<file path="config.mk">
export PLATFORM = sky130hd
export DESIGN_NAME = vector_issue_sequencer
export DESIGN_NICKNAME = d
export VERILOG_FILES = /design/src/rtl/vec_pkg.sv /design/src/rtl/vec_wb_tag_fifo.sv /design/src/rtl/vector_issue_sequencer.sv
export SDC_FILE = /design/constraint.sdc
export NUM_CORES = 1
export LEC_CHECK = 0
export CAP_MARGIN = 20
export CORE_AREA = 2 2 331 333
export CTS_CLUSTER_DIAMETER = 40
export DETAILED_ROUTE_END_ITERATION = 10
export DIE_AREA = 0 0 333 335
export SETUP_SLACK_MARGIN = 0.15
export SLEW_MARGIN = 30
export SYNTH_ARGS = -nofsm -noshare
export SYNTH_HDL_FRONTEND = slang
export SYNTH_SLANG_ARGS = --single-unit
</file>
<file path="constraint.sdc">
create_clock -name clk -period 2.4 [get_ports clk]
set_input_delay 0.24 -clock clk [delete_from_list [all_inputs] [get_ports clk]]
set_output_delay 0.24 -clock clk [all_outputs]
set_load 0.01 [all_outputs]
</file>
<file path="src/rtl/vec_pkg.sv">
// Shared types and constants for the vector issue sequencer slice.
// VEC_SEQ_TAIL_UNDISTURBED_EN enables the per-element tail mask helper.
package vec_pkg;
  localparam int unsigned VLEN          = 128;
  localparam int unsigned ELEN          = 32;
  localparam int unsigned NUM_VEC_LANES = VLEN / ELEN;
  localparam int unsigned VLMAX         = 16;
  localparam int unsigned NUM_VEC_REGS  = 32;
  localparam int unsigned MAX_BEATS     = VLMAX / NUM_VEC_LANES;

  typedef enum logic [3:0] {
    VOP_ADD = 4'd0,
    VOP_SUB = 4'd1,
    VOP_AND = 4'd2,
    VOP_OR  = 4'd3,
    VOP_XOR = 4'd4,
    VOP_SLL = 4'd5,
    VOP_SRL = 4'd6,
    VOP_MUL = 4'd7
  } vec_op_e;

  typedef enum logic [1:0] {
    IDLE  = 2'd0,
    ISSUE = 2'd1,
    DRAIN = 2'd2
  } seq_state_e;

  typedef struct packed {
    logic [4:0]               addr;
    logic [NUM_VEC_LANES-1:0] mask;
  } wb_tag_t;

`ifdef VEC_SEQ_TAIL_UNDISTURBED_EN
  // Lane i is live while fewer than 'remaining' elements precede it in the beat.
  function automatic logic [NUM_VEC_LANES-1:0] tail_mask(input logic [4:0] remaining);
    logic [NUM_VEC_LANES-1:0] m;
    m = '0;
    for (int unsigned i = 0; i < NUM_VEC_LANES; i++) begin
      m[i] = (5'(i) < remaining);
    end
    return m;
  endfunction
`endif
endpackage

</file>
<file path="src/rtl/vec_wb_tag_fifo.sv">
// Two-entry FIFO of writeback tags; a push into a full FIFO is taken when a pop
// frees a slot in the same cycle.
module vec_wb_tag_fifo
  import vec_pkg::*;
(
  input  logic    clk,
  input  logic    rst_n,
  input  logic    push,
  input  wb_tag_t push_tag,
  input  logic    pop,
  output wb_tag_t pop_tag,
  output logic    empty,
  output logic    full
);
  wb_tag_t    mem [2];
  logic       wr_ptr;
  logic       rd_ptr;
  logic [1:0] count;
  logic       do_push;
  logic       do_pop;

  assign empty   = (count == 2'd0);
  assign full    = (count == 2'd2);
  assign do_pop  = pop && !empty;
  assign do_push = push && (!full || do_pop);
  assign pop_tag = mem[rd_ptr];

  always_ff @(posedge clk or negedge rst_n) begin
    if (!rst_n) begin
      for (int unsigned i = 0; i < 2; i++) begin
        mem[i] <= '0;
      end
      wr_ptr <= 1'b0;
      rd_ptr <= 1'b0;
      count  <= '0;
    end else begin
      if (do_push) begin
        mem[wr_ptr] <= push_tag;
        wr_ptr      <= ~wr_ptr;
      end
      if (do_pop) begin
        rd_ptr <= ~rd_ptr;
      end
      count <= count + {1'b0, do_push} - {1'b0, do_pop};
    end
  end
endmodule

</file>
<file path="src/rtl/vector_issue_sequencer.sv">
// Strip-mining sequencer: splits one vector instruction into VLEN-wide beats for
// the 1-cycle EU and writes results back. Macro: VEC_SEQ_TAIL_UNDISTURBED_EN.
module vector_issue_sequencer
  import vec_pkg::*;
(
  input  logic                     clk,
  input  logic                     rst_n,
  input  logic                     instr_valid,
  output logic                     instr_ready,
  input  logic [3:0]               instr_op,
  input  logic [4:0]               instr_vs1,
  input  logic [4:0]               instr_vs2,
  input  logic [4:0]               instr_vd,
  input  logic [31:0]              instr_vl,
  output logic [4:0]               vreg_rd_addr1,
  output logic [4:0]               vreg_rd_addr2,
  input  logic [VLEN-1:0]          vreg_rd_data1,
  input  logic [VLEN-1:0]          vreg_rd_data2,
  output logic [VLEN-1:0]          eu_src1,
  output logic [VLEN-1:0]          eu_src2,
  output logic [3:0]               eu_op,
  output logic                     eu_valid,
  input  logic [VLEN-1:0]          eu_result,
  input  logic                     eu_result_valid,
  output logic [4:0]               vreg_wr_addr,
  output logic [VLEN-1:0]          vreg_wr_data,
  output logic [NUM_VEC_LANES-1:0] vreg_wr_be,
  output logic                     vreg_wr_en,
  output logic                     busy,
  output logic                     done
);
  localparam int unsigned BEAT_W = $clog2(MAX_BEATS);
  localparam int unsigned NB_W   = BEAT_W + 1;

  seq_state_e        state;
  logic [3:0]        op_q;
  logic [4:0]        vs1_q;
  logic [4:0]        vs2_q;
  logic [4:0]        vd_q;
`ifdef VEC_SEQ_TAIL_UNDISTURBED_EN
  logic [4:0]        vl_q;
`endif
  logic [NB_W-1:0]   nbeats_q;
  logic [BEAT_W-1:0] beat_q;
  logic [1:0]        outstanding;

  logic [4:0]        vl_eff;
  logic [NB_W-1:0]   nbeats_in;
  logic              accept;
  logic              issuing;
  logic              last_beat;
  logic              pop;
  logic              final_pop;
  logic              fifo_push;
  logic              fifo_empty;
  logic              fifo_full;
  wb_tag_t           push_tag;
  wb_tag_t           pop_tag;

  always_comb begin
    vl_eff    = (instr_vl > 32'(VLMAX)) ? 5'(VLMAX) : instr_vl[4:0];
    nbeats_in = NB_W'((32'(vl_eff) + NUM_VEC_LANES - 1) / NUM_VEC_LANES);
  end

  assign instr_ready = (state == IDLE);
  assign busy        = (state != IDLE);
  assign accept      = instr_valid && instr_ready;
  assign issuing     = (state == ISSUE);
  assign last_beat   = issuing && (beat_q == BEAT_W'(nbeats_q - 1'b1));

  assign vreg_rd_addr1 = issuing ? vs1_q + 5'(beat_q) : '0;
  assign vreg_rd_addr2 = issuing ? vs2_q + 5'(beat_q) : '0;
  assign eu_src1       = issuing ? vreg_rd_data1 : '0;
  assign eu_src2       = issuing ? vreg_rd_data2 : '0;
  assign eu_op         = issuing ? op_q : '0;
  assign eu_valid      = issuing;

  always_comb begin
    push_tag      = '0;
    push_tag.addr = vd_q + 5'(beat_q);
`ifdef VEC_SEQ_TAIL_UNDISTURBED_EN
    push_tag.mask = tail_mask(vl_q - 5'(32'(beat_q) * NUM_VEC_LANES));
`else
    push_tag.mask = '1;
`endif
  end

  assign fifo_push = issuing && (!fifo_full || pop);
  assign pop       = eu_result_valid && !fifo_empty;
  // Only the last result can drain the counter to zero while in DRAIN.
  assign final_pop = pop && (state == DRAIN) && (outstanding == 2'd1);

  vec_wb_tag_fifo u_tag_fifo (
    .clk      (clk),
    .rst_n    (rst_n),
    .push     (fifo_push),
    .push_tag (push_tag),
    .pop      (pop),
    .pop_tag  (pop_tag),
    .empty    (fifo_empty),
    .full     (fifo_full)
  );

  always_ff @(posedge clk or negedge rst_n) begin
    if (!rst_n) begin
      state        <= IDLE;
      op_q         <= '0;
      vs1_q        <= '0;
      vs2_q        <= '0;
      vd_q         <= '0;
`ifdef VEC_SEQ_TAIL_UNDISTURBED_EN
      vl_q         <= '0;
`endif
      nbeats_q     <= '0;
      beat_q       <= '0;
      outstanding  <= '0;
      vreg_wr_en   <= 1'b0;
      vreg_wr_addr <= '0;
      vreg_wr_data <= '0;
      vreg_wr_be   <= '0;
      done         <= 1'b0;
    end else begin
      done        <= 1'b0;
      vreg_wr_en  <= pop;
      outstanding <= outstanding + {1'b0, fifo_push} - {1'b0, pop};
      if (pop) begin
        vreg_wr_addr <= pop_tag.addr;
        vreg_wr_data <= eu_result;
        vreg_wr_be   <= pop_tag.mask;
      end
      case (state)
        IDLE: begin
          if (accept) begin
            op_q     <= instr_op;
            vs1_q    <= instr_vs1;
            vs2_q    <= instr_vs2;
            vd_q     <= instr_vd;
`ifdef VEC_SEQ_TAIL_UNDISTURBED_EN
            vl_q     <= vl_eff;
`endif
            nbeats_q <= nbeats_in;
            beat_q   <= '0;
            if (vl_eff == '0) begin
              done <= 1'b1;
            end else begin
              state <= ISSUE;
            end
          end
        end
        ISSUE: begin
          beat_q <= beat_q + 1'b1;
          if (last_beat) begin
            state <= DRAIN;
          end
        end
        DRAIN: begin
          if (final_pop) begin
            done <= 1'b1;
          end
          if (done) begin
            state <= IDLE;
          end
        end
        default: state <= IDLE;
      endcase
    end
  end
endmodule
</file>
* Word-level counts from Yosys, hierarchy flattened *
Cells that the tools add are included.
Widths: inputs -> output; s select.

word-level totals
  output and inout port bits = 412
  memories = 0
  memory bits (writable) = 0
  bits in registers = 188
  latch bits = 0
  word-level logic and storage cells = 92
  bits in read-only memories = 0
  input port bits = 439

operators by class
  muxes and demuxes = 23
  divide/modulo/power cells = 0
  bitwise operators = 4
  shifts and indexed selects = 0
  multipliers = 0
  add/sub/neg operators = 11
  reduce and logical (&&, ||, !) cells = 21
  eq/ne operators = 9
  order comparisons = 4

operators with widths
  operator             number
  $mux 128             2
  $mux 9               4
  $gt 32x5->1 const B  1
  $bwmux 18            1
  $add 5x2->5          3
  $mux 5               3
  $mux 2               5
  $demux 9 s1          1
  $logic_and 1x1->1    9
  $pmux 2 s3           1
  $logic_not 5->1      1
  $add 2x1->2          2
  $add 4x3->4 const B  1
  $eq 2x1->1 const B   2
  $eq 2x2->1 const B   2
  $ge 2x2->1 const B   2
  $logic_not 2->1      2
  $mux 4               1
  $ne 2x1->1 const B   2
  $ne 2x2->1 const B   2
  $not 1->2            2
  $pmux 2 s2           1
  $reduce_and 2->1     2
  $reduce_and 4->1     1
  12 further kinds     19

* Depth between registers and ports, before layout *
Gate-level depths: netlist of the first run.

  depth after elaboration = 8
  depth in mapped cells = 9
  mapped depth without buffers = 7

* Hierarchy *
Synthesis of the first run repeated with hierarchy kept, for this count alone.

second synthesis, totals
  cells, all modules = 1082
  area, all modules = 9441.6 um^2

modules (own cells, without submodules)
  module                  times used  cells an instance  area each (um^2)  sequential area each (um^2)
  vector_issue_sequencer  1           1013               8436.8            4154.0
  vec_wb_tag_fifo         1           69                 1004.7            550.5

* Least setup slack after synthesis of the first run *
Ideal clock, no wire load.

  path type = flip-flop to flip-flop
  start = register u_tag_fifo.count[1]
  end = register u_tag_fifo.count[1]
  period minus slack after synthesis = 1.801 ns
  required time = 2.277 ns
  arrival time = 1.677 ns
  stages on the path, launching flop included = 9
  buffers on the path = 1
  setup slack = 0.599 ns
  setup time = 0.123 ns
  cells stage by stage = dfrtp_1 > o21ai_2 > inv_2 > clkbuf_1 > ha_1 > inv_1 > ha_1 > xnor2_1 > xnor2_1

between the ends
  longest elaborated chain between the ends = 8
  elaborated cells between the ends (all ways) = 12
  classes of those cells = add/sub: 2; eq/ne: 1; reduce/logical: 9

ends and longest elaborated chain
  item                                                          RTL line                                             RTL
  start: declaration                                            vec_wb_tag_fifo.sv:18                                logic [1:0] count;
  start signal: assignment                                      vec_wb_tag_fifo.sv:44                                count <= count + {1'b0, do_push} - {1'b0, do_pop};
  $logic_not 2->1 *                                             vec_wb_tag_fifo.sv:22                                assign empty = (count == 2'd0);
  $logic_not 1->1 *                                             vector_issue_sequencer.sv:89                         assign pop = eu_result_valid && !fifo_empty;
  $logic_and 1x1->1 *                                           vector_issue_sequencer.sv:89
  via pop                                                       vector_issue_sequencer.sv:52                         logic pop;
  $logic_or 1x1->1 / $logic_and 1x1->1 (equally long branches)  vector_issue_sequencer.sv:88, vec_wb_tag_fifo.sv:24
  $logic_and 1x1->1 / $logic_or 1x1->1 (equally long branches)  vector_issue_sequencer.sv:88, vec_wb_tag_fifo.sv:25
  $logic_and 1x1->1                                             vec_wb_tag_fifo.sv:25                                assign do_push = push && (!full || do_pop);
  $add 2x1->2                                                   vec_wb_tag_fifo.sv:44
  $sub 2x1->2 *                                                 vec_wb_tag_fifo.sv:44

Mark *: on every way through the listed nets, which the timed path passes. The rest lies on a longest branch.
A chain may end at the register's enable or synchronous reset.

* Final worst setup path of the first run *
  start = register state[1]
  end = output eu_src2[116]

between the ends
  longest elaborated chain between the ends = 2

ends and longest elaborated chain
  item                      RTL line                       RTL
  start: declaration        vector_issue_sequencer.sv:35   seq_state_e state;
  start signal: assignment  vector_issue_sequencer.sv:106  state <= IDLE;
  start signal: assignment  vector_issue_sequencer.sv:146  state <= ISSUE;
  start signal: assignment  vector_issue_sequencer.sv:153  state <= DRAIN;
  $eq 2x1->1                vector_issue_sequencer.sv:68   assign issuing = (state == ISSUE);
  $mux 128                  vector_issue_sequencer.sv:74   assign eu_src2 = issuing ? vreg_rd_data2 : '0;
  end: declaration          vector_issue_sequencer.sv:20   output logic [VLEN-1:0] eu_src2,

No other way between the ends.

==> out/metrics.cfg, run 1 <==
[routing]
wl_per_cell_um=27.0
num_vias=10700
drt-total-wl_um=90000
drt_pass1_iterations=4
avgViaCountPerCell=3.20
post-route-drc-count=0
drt-initial-drc-count=527
antenna_violating_nets_post_route=0

[cts]
clock_transition_at_the_registers_of_the_reported_paths_ps=90
clock_tree.root_cell=clkbuf_16
max-clock-path-buffers=2
cts_inserted_buffers=17
cts.htree.levels=4
clock_latency_ps=490
clock_sinks=179
clock_tree_from_tritoncts=done

[layout]
layout_commonest_cell=clkdlybuf4s50_1
filler_cell_count=12100
nets=2349
share_of_layout_cells_above_drive_strength_1_pct=17.9
layout_common_cells=585 x clkdlybuf4s50_1, 397 x nand2_1, 240 x and2_1
syn2layout_area_growth_pct=125

[place]
place.detailed.hpwl_um=78000
count_of_port_buffers_added_during_placement=850
routabilityCongestion=0.984

[min_path]
worst_hold_path_type=in2reg
timing.hold.worst.start=eu_result[87]

[sta]
tns_ps=0
fin_worst_skew_ps=21.4
max-slew-margin-rel_pct=54.1
worstMarginPinSlew_ps=688
fmax_mhz=446
final_max_slew_viol_count=0
setup_viol=0
min_period_over_period_pct=93.4
fin_worst_hold_slack_ps=263
finalHoldViolCount=0
rsz0062_at_grt=yes
fin_crit_ps=2240

[global_routing]
global_route.usage.met3_pct=6.54
grtUsageTotal_pct=15.7
grt_antenna_before_repair=74
groute.layer.met2.usage_pct=25.5
met1_usage_pct=19.5
via_count_of_the_first_global_routing_pass=10600
grt_max_degree=137
first_pass_grt_wire_length_um=113000
busiest_layer=met2
globalRouteOverflowTotal=0

[pwr]
share_comb_of_total_power_pct=67.3
irDropWorstVdd_mv=0.670
pleak_nw=9.10
power.clock.fraction_pct=11.7
p_sw_mw=10.8
share_seq_of_total_power_pct=20.9
switching_share_pct=42.6
pwr_density_cell_mw_per_mm2=1240
intPower_mw=14.5

[setup_path]
worst_path_max_delay_cell=clkdlybuf4s50_1
worst_r2r_startpoint=state[1]$_DFFE_PN0P_
critical_path_data_arrival_time_ps=2000
critPathKind=reg2out
critical_path.cell_chain=nand2b_4, inv_8, buf_8, and2_1, clkdlybuf4s50_1
critical_path.max_fanout=24
start_kind=register
crit_family=buffers and inverters
critical_path.endpoint=eu_src2[116]
timing.critical_path.depth=5
critPathLaunch=state[1]$_DFFE_PN0P_
worstSetupEndpointType=output port
critical_path.reg2reg.endpoint=outstanding[1]$_DFF_PN0_
timing.reg2reg.worst_path_depth=12
worst_path_buf_inv=3
rrSetupSlack_ps=300
worstPathRequired_ps=2160
worst_path_largest_cell_delay_ps=540

[floorplanning]
die_h_um=335
std_cell_rows=121
floorplan.io_pins=851
design.core.area_mm2=0.108
die_ar_mm2=0.112
dieWidth_um=333
initial_utilization_pct=8.38

[job]
max-cap-violations=0

[synth]
synth.distinct_cells=42
synthesis.area_per_instance_um2=8.70
ys_ff_latch=179
synth_nets=1492
yosys_warnings=0
synth-seq-area-share_pct=49.5
syn_inst=1041
netlist_area_mm2=0.00905

[outcome]
run_status=finished, final reports clean

==> through the flow <==
step | instance area [um2] | setup WS (ps) | total power, mW | util [%] | cells
global route | 20300 | 58.9 | 26.9 | 18.8 | 3327
global placement | 19500 | 234 | 21.4 | 18.1 | 3265
detailed placement | 19500 | 221 | 21.4 | 18.1 | 3265
CTS | 20500 | 16.7 | 25.3 | 18.9 | 3316
finish | 20300 | 159 | 25.3 | 18.8 | 3337
floorplan | 9050 | 599 | 11.1 | - | 1041
==> synthesized netlist by cell type, drive strengths merged <==
master | instances | area [um2]
nor3b | 1 | 7.51
xor2 | 5 | 43.8
or2 | 2 | 12.5
nor2b | 3 | 18.8
a21oi | 3 | 15.0
o22ai | 1 | 6.26
mux2 | 27 | 319
nor3 | 3 | 15.0
a21o | 1 | 7.51
fa | 3 | 60.1
nand3 | 6 | 35.0
o31ai | 2 | 15.0
buf | 17 | 92.6
or3b | 1 | 11.3
o2bb2ai | 1 | 8.76
or4 | 1 | 7.51
nand2b | 3 | 18.8
mux2i | 6 | 60.1
nor4 | 6 | 43.8
o21ai | 12 | 63.8
dfrtp | 179 | 4480
clkbuf | 48 | 209
nand2 | 399 | 1510
o41ai | 2 | 17.5
nor2 | 11 | 48.8
inv | 10 | 37.5
and2 | 264 | 1650
ha | 9 | 113
xnor2 | 13 | 114
nand4 | 1 | 6.26
o21bai | 1 | 7.51
==> power groups by stage <==
stage / logic (mW) / clock network (mW) / registers (mW)
3_5_place_dp: 16.2 / 0 / 5.29
6_report: 17.0 / 2.97 / 5.29
3_3_place_gp: 16.1 / 0 / 5.25
2_1_floorplan: 5.49 / 0 / 5.63
5_1_grt: 18.1 / 3.25 / 5.47
4_1_cts: 16.9 / 3.16 / 5.28
==> logic make-up after synthesis <==
family | after synthesis | synth area share (%)
fa+ha+maj | 12 | 1.91
flops | 179 | 49.5
mux | 33 | 4.19
simple gates | 701 | 37.4
compound gates | 23 | 1.56
buf+inv | 75 | 3.75
xor+xnor | 18 | 1.74
==> layer usage <==
metal,up-vias,share of wire (%)
met2,581,46
met3,140,9.2
li1,4917,-
met5,-,0.083
met4,14,1.6
met1,5017,43
==> tightest hold or removal path, stage by stage <==
cell	delay (ps)
clkdlybuf4s50_1	390
nand2_1	50
nand2_1	40
==> state kept, by name, indices dropped and copies added, names as in the netlist <==
register           flops
vd_q                   5
vreg_wr_en             1
op_q                   4
vreg_wr_data         128
done                   1
beat_q                 2
outstanding            2
vs2_q                  5
vs1_q                  5
nbeats_q               2
u_tag_fifo.wr_ptr      1
u_tag_fifo.mem        12
u_tag_fifo.rd_ptr      1
state                  2
vreg_wr_addr           5
u_tag_fifo.count       2
vreg_wr_be             1
==> final cells by class <==
cell class	count	area, um2	share of cell area, %
Antenna cell	12	30.0	0.148
Clock buffer	18	429	2.11
Clock inverter	14	185	0.910
Inverter	10	47.5	0.234
Multi-Input combinational cell	787	4380	21.5
Sequential cell	179	4480	22.0
Tap cell	1414	1770	8.70
Timing Repair Buffer	903	9020	44.3
==> what timing repair did <==
action,4_1_cts,5_1_grt
gates resized for setup,357,211
pin swaps,5,5
setup endpoints to repair,252,156
endpoints found under the hold margin,59,0
hold buffers,1,0
buffers inserted,10,3
cloned,8,6
==> worst min path at each step <==
stage / end / slack, ps / cells past startpoint
global route: vreg_wr_data[116]$_DFFE_PN0P_ / 220 / 3
global placement: vreg_wr_data[123]$_DFFE_PN0P_ / 310 / 1
CTS: vreg_wr_data[87]$_DFFE_PN0P_ / 210 / 3
detailed placement: vreg_wr_data[48]$_DFFE_PN0P_ / 310 / 1
finish: vreg_wr_data[87]$_DFFE_PN0P_ / 260 / 3
floorplan: beat_q[0]$_DFFE_PN0P_ / -60 / 0
Power figures use the tool's default switching activity.
==> run 2, diff against run 1 <==
CORE_AREA = 2 2 332 334   (was 2 2 331 333)
DIE_AREA = 0 0 334 336   (was 0 0 333 335)
DONT_BUFFER_PORTS = 1   (was default)
PLACE_DENSITY = 0.3   (was default)
==> run 2 against run 1 <==
Effect of this change:
- the flow now finishes with violations (negative hold slack)
- count of clock-buffer cells in the layout fell by 1
- power is 33% lower
- worst setup slack improved by 91 ps
- clock skew increased by 12 ps
- critical path type unchanged
- critical endpoint is now vreg_rd_addr1[2]
- largest cell class is now sequential cells
==> out/metrics.cfg, run 2 (same netlist as run 1, synthesis figures left out) <==
[sta]
worstMarginPinSlew_ps=608  ; -80.1 ps
finalHoldViolCount=179  ; +179
tns_ps=0  ; unchanged
rsz0062_at_grt=no
min_period_over_period_pct=89.6  ; -3.8 points
fin_worst_hold_slack_ps=-553  ; -816 ps
setup_viol=0  ; unchanged
fmax_mhz=465  ; +4.2%
fin_worst_skew_ps=33.5  ; +12.1 ps
max-slew-margin-rel_pct=59.4  ; +5.3 points
fin_crit_ps=2150  ; -91.3 ps
final_max_slew_viol_count=0  ; unchanged

[setup_path]
critical_path.reg2reg.endpoint=nbeats_q[1]$_DFFE_PN0P_
timing.critical_path.depth=4  ; -1
start_kind=register
worst_path_largest_cell_delay_ps=430  ; -110 ps
critical_path.endpoint=vreg_rd_addr1[2]
crit_family=adder cells
worst_r2r_startpoint=state[0]$_DFFE_PN0P_
worstPathRequired_ps=2160  ; about the same
worst_path_buf_inv=0  ; -3
critPathLaunch=beat_q[0]$_DFFE_PN0P_
timing.reg2reg.worst_path_depth=5  ; -7
critical_path_data_arrival_time_ps=1910  ; -90 ps
worstSetupEndpointType=output port
rrSetupSlack_ps=340  ; +40 ps
critPathKind=reg2out
critical_path.cell_chain=ha_1, fa_1, xnor2_1, nor2_1
worst_path_max_delay_cell=dfrtp_2
critical_path.max_fanout=3  ; -88%

[cts]
max-clock-path-buffers=2  ; unchanged
clock_latency_ps=490  ; about the same
clock_tree.root_cell=clkbuf_16
cts_inserted_buffers=17  ; unchanged
cts.htree.levels=4  ; unchanged
clock_transition_at_the_registers_of_the_reported_paths_ps=80  ; about the same
clock_sinks=179  ; unchanged
cts_hold_repair.buffers=153  ; +152
clock_tree_from_tritoncts=done

[pwr]
pleak_nw=5.61  ; -38%
total_power_mw=17.0  ; -33%
pwr_density_cell_mw_per_mm2=1280  ; +3.0%
irDropWorstVdd_mv=0.497  ; -26%

[global_routing]
grt_antenna_before_repair=66  ; -11%
globalRouteOverflowTotal=0  ; unchanged
grtUsageTotal_pct=9.19  ; -6.5 points
via_count_of_the_first_global_routing_pass=7940  ; -25%
grt_max_degree=180  ; +31%
first_pass_grt_wire_length_um=70000  ; -38%

[place]
count_of_port_buffers_added_during_placement=0  ; -100%
routabilityCongestion=1.50  ; +53%
place.detailed.hpwl_um=43700  ; -44%
dpl_cell_area_mm2=0.0108  ; -45%

[layout]
largest_registers=vreg_wr_data (128), u_tag_fifo.mem (12)
flip_flop_count_of_the_largest_register_all_copies_and_words_added=128  ; unchanged
ff_latch_area_mm2=0.00448  ; about the same
layout_common_cells=397 x nand2_1, 259 x and2_1, 177 x dfrtp_1
finalCoreUtilization_pct=12.3  ; -6.5 points
filler_cell_count=12300  ; +1.8%
share_of_layout_cells_above_drive_strength_1_pct=8.87  ; -9.1 points
stdcell_area_mm2=0.0133  ; -35%
multi_input_comb_area_mm2=0.00427  ; -2.4%
regMostFlops=vreg_wr_data
syn2layout_area_growth_pct=47.1
layout_commonest_cell=nand2_1
nets=1622  ; -31%

[job]
max-cap-violations=0  ; unchanged

[routing]
post-route-drc-count=0  ; unchanged
drt-total-wl_um=54700  ; -39%
wl_per_cell_um=20.4  ; -24%
drt_pass1_iterations=5  ; +1
num_vias=8187  ; -23%
avgViaCountPerCell=3.06  ; -4.4%
drt-initial-drc-count=513  ; -2.7%
antenna_violating_nets_post_route=0  ; unchanged

[outcome]
run_status=finished, violations left
violations_in_the_final_reports=negative hold slack

[floorplanning]
dieWidth_um=334  ; +0.30%
die_h_um=336  ; +0.30%
design.core.area_mm2=0.108  ; +0.28%
initial_utilization_pct=8.35  ; -0.023 points
die_ar_mm2=0.112  ; +0.60%
std_cell_rows=121  ; unchanged
floorplan.io_pins=851  ; unchanged

[min_path]
worst_hold_path_type=in2async

-- run 2: cell types whose count changed in the layout (fill, tap and decap cells not counted), sizes merged --
cell,change
clkinv,-2
clkdlybuf4s50,-585
buf,-99
clkinvlp,+1
dlymetal6s2s,-6
diode,+69
dlygate4sd2,-70
dlygate4sd3,+152
inv,+3
clkbuf,-98
clkdlybuf4s15,-23
-- run 2: worst register-to-register path: stages, from the launching register on --
cell           delay, ps
dfrtp_1              430
nor2_2               270
nand2_2               70
buf_4                250
o41ai_1              390
dlygate4sd3_1        590
-- run 2: stage by stage --
stage	worst slack, ps	cells	hold WS (ps)
floorplan	599	1041	-55.6
global placement	470	2408	-50.8
detailed placement	449	2408	-52.0
CTS	162	2598	-622
global route	174	2668	-603
finish	250	2679	-553
-- run 2: worst min-delay path by stage --
stage          startpoint                             to  slack [ps]  depth (start not counted)
2_1_floorplan       rst_n          beat_q[0]$_DFFE_PN0P_         -60                          0
3_3_place_gp        rst_n   vreg_wr_data[70]$_DFFE_PN0P_         -50                          0
3_5_place_dp        rst_n   vreg_wr_data[66]$_DFFE_PN0P_         -50                          0
4_1_cts             rst_n  vreg_wr_data[113]$_DFFE_PN0P_        -620                          0
5_1_grt             rst_n   vreg_wr_data[91]$_DFFE_PN0P_        -600                          0
6_report            rst_n   vreg_wr_data[70]$_DFFE_PN0P_        -550                          0
-- run 2: repair_timing --
item | 4_1_cts | 5_1_grt
hold endpoints to repair | 329 | 179
gates cloned | 4 | 0
gates resized for setup | 18 | 4
buffers inserted | 1 | 0
endpoints found under the setup margin | 151 | 3
-- run 2: routing by layer --
metal	GRT usage (%)	wire length, um	part of all wire, %
met5	4.09	659	1.2
met4	3.22	1270	2.3
met3	6.01	7660	14
met2	13.2	23900	44
met1	10.5	21300	39
-- run 2: layout make-up --
type / instances / share of cell area, %
Clock inverter: 15 / 1.49
Sequential cell: 179 / 33.7
Inverter: 10 / 0.423
Clock buffer: 17 / 3.19
Tap cell: 1414 / 13.3
Multi-Input combinational cell: 787 / 32.1
Timing Repair inverter: 1 / 0.0658
Timing Repair Buffer: 175 / 14.3
Antenna cell: 81 / 1.52
-- run 2: power breakdown --
group / total (mW) / internal (mW) / switching [mW]
registers: 6.28 / 4.38 / 1.91
clock network: 3.04 / 1.51 / 1.53
logic: 7.72 / 3.00 / 4.72
==> run 3, diff against run 2 <==
ABC_CLOCK_PERIOD_IN_PS = 2400   (was default)
SLEW_MARGIN = 40   (was 30)
==> results of run 3 <==
No change in the layout: final DEF, timing and power equal those of run 2.
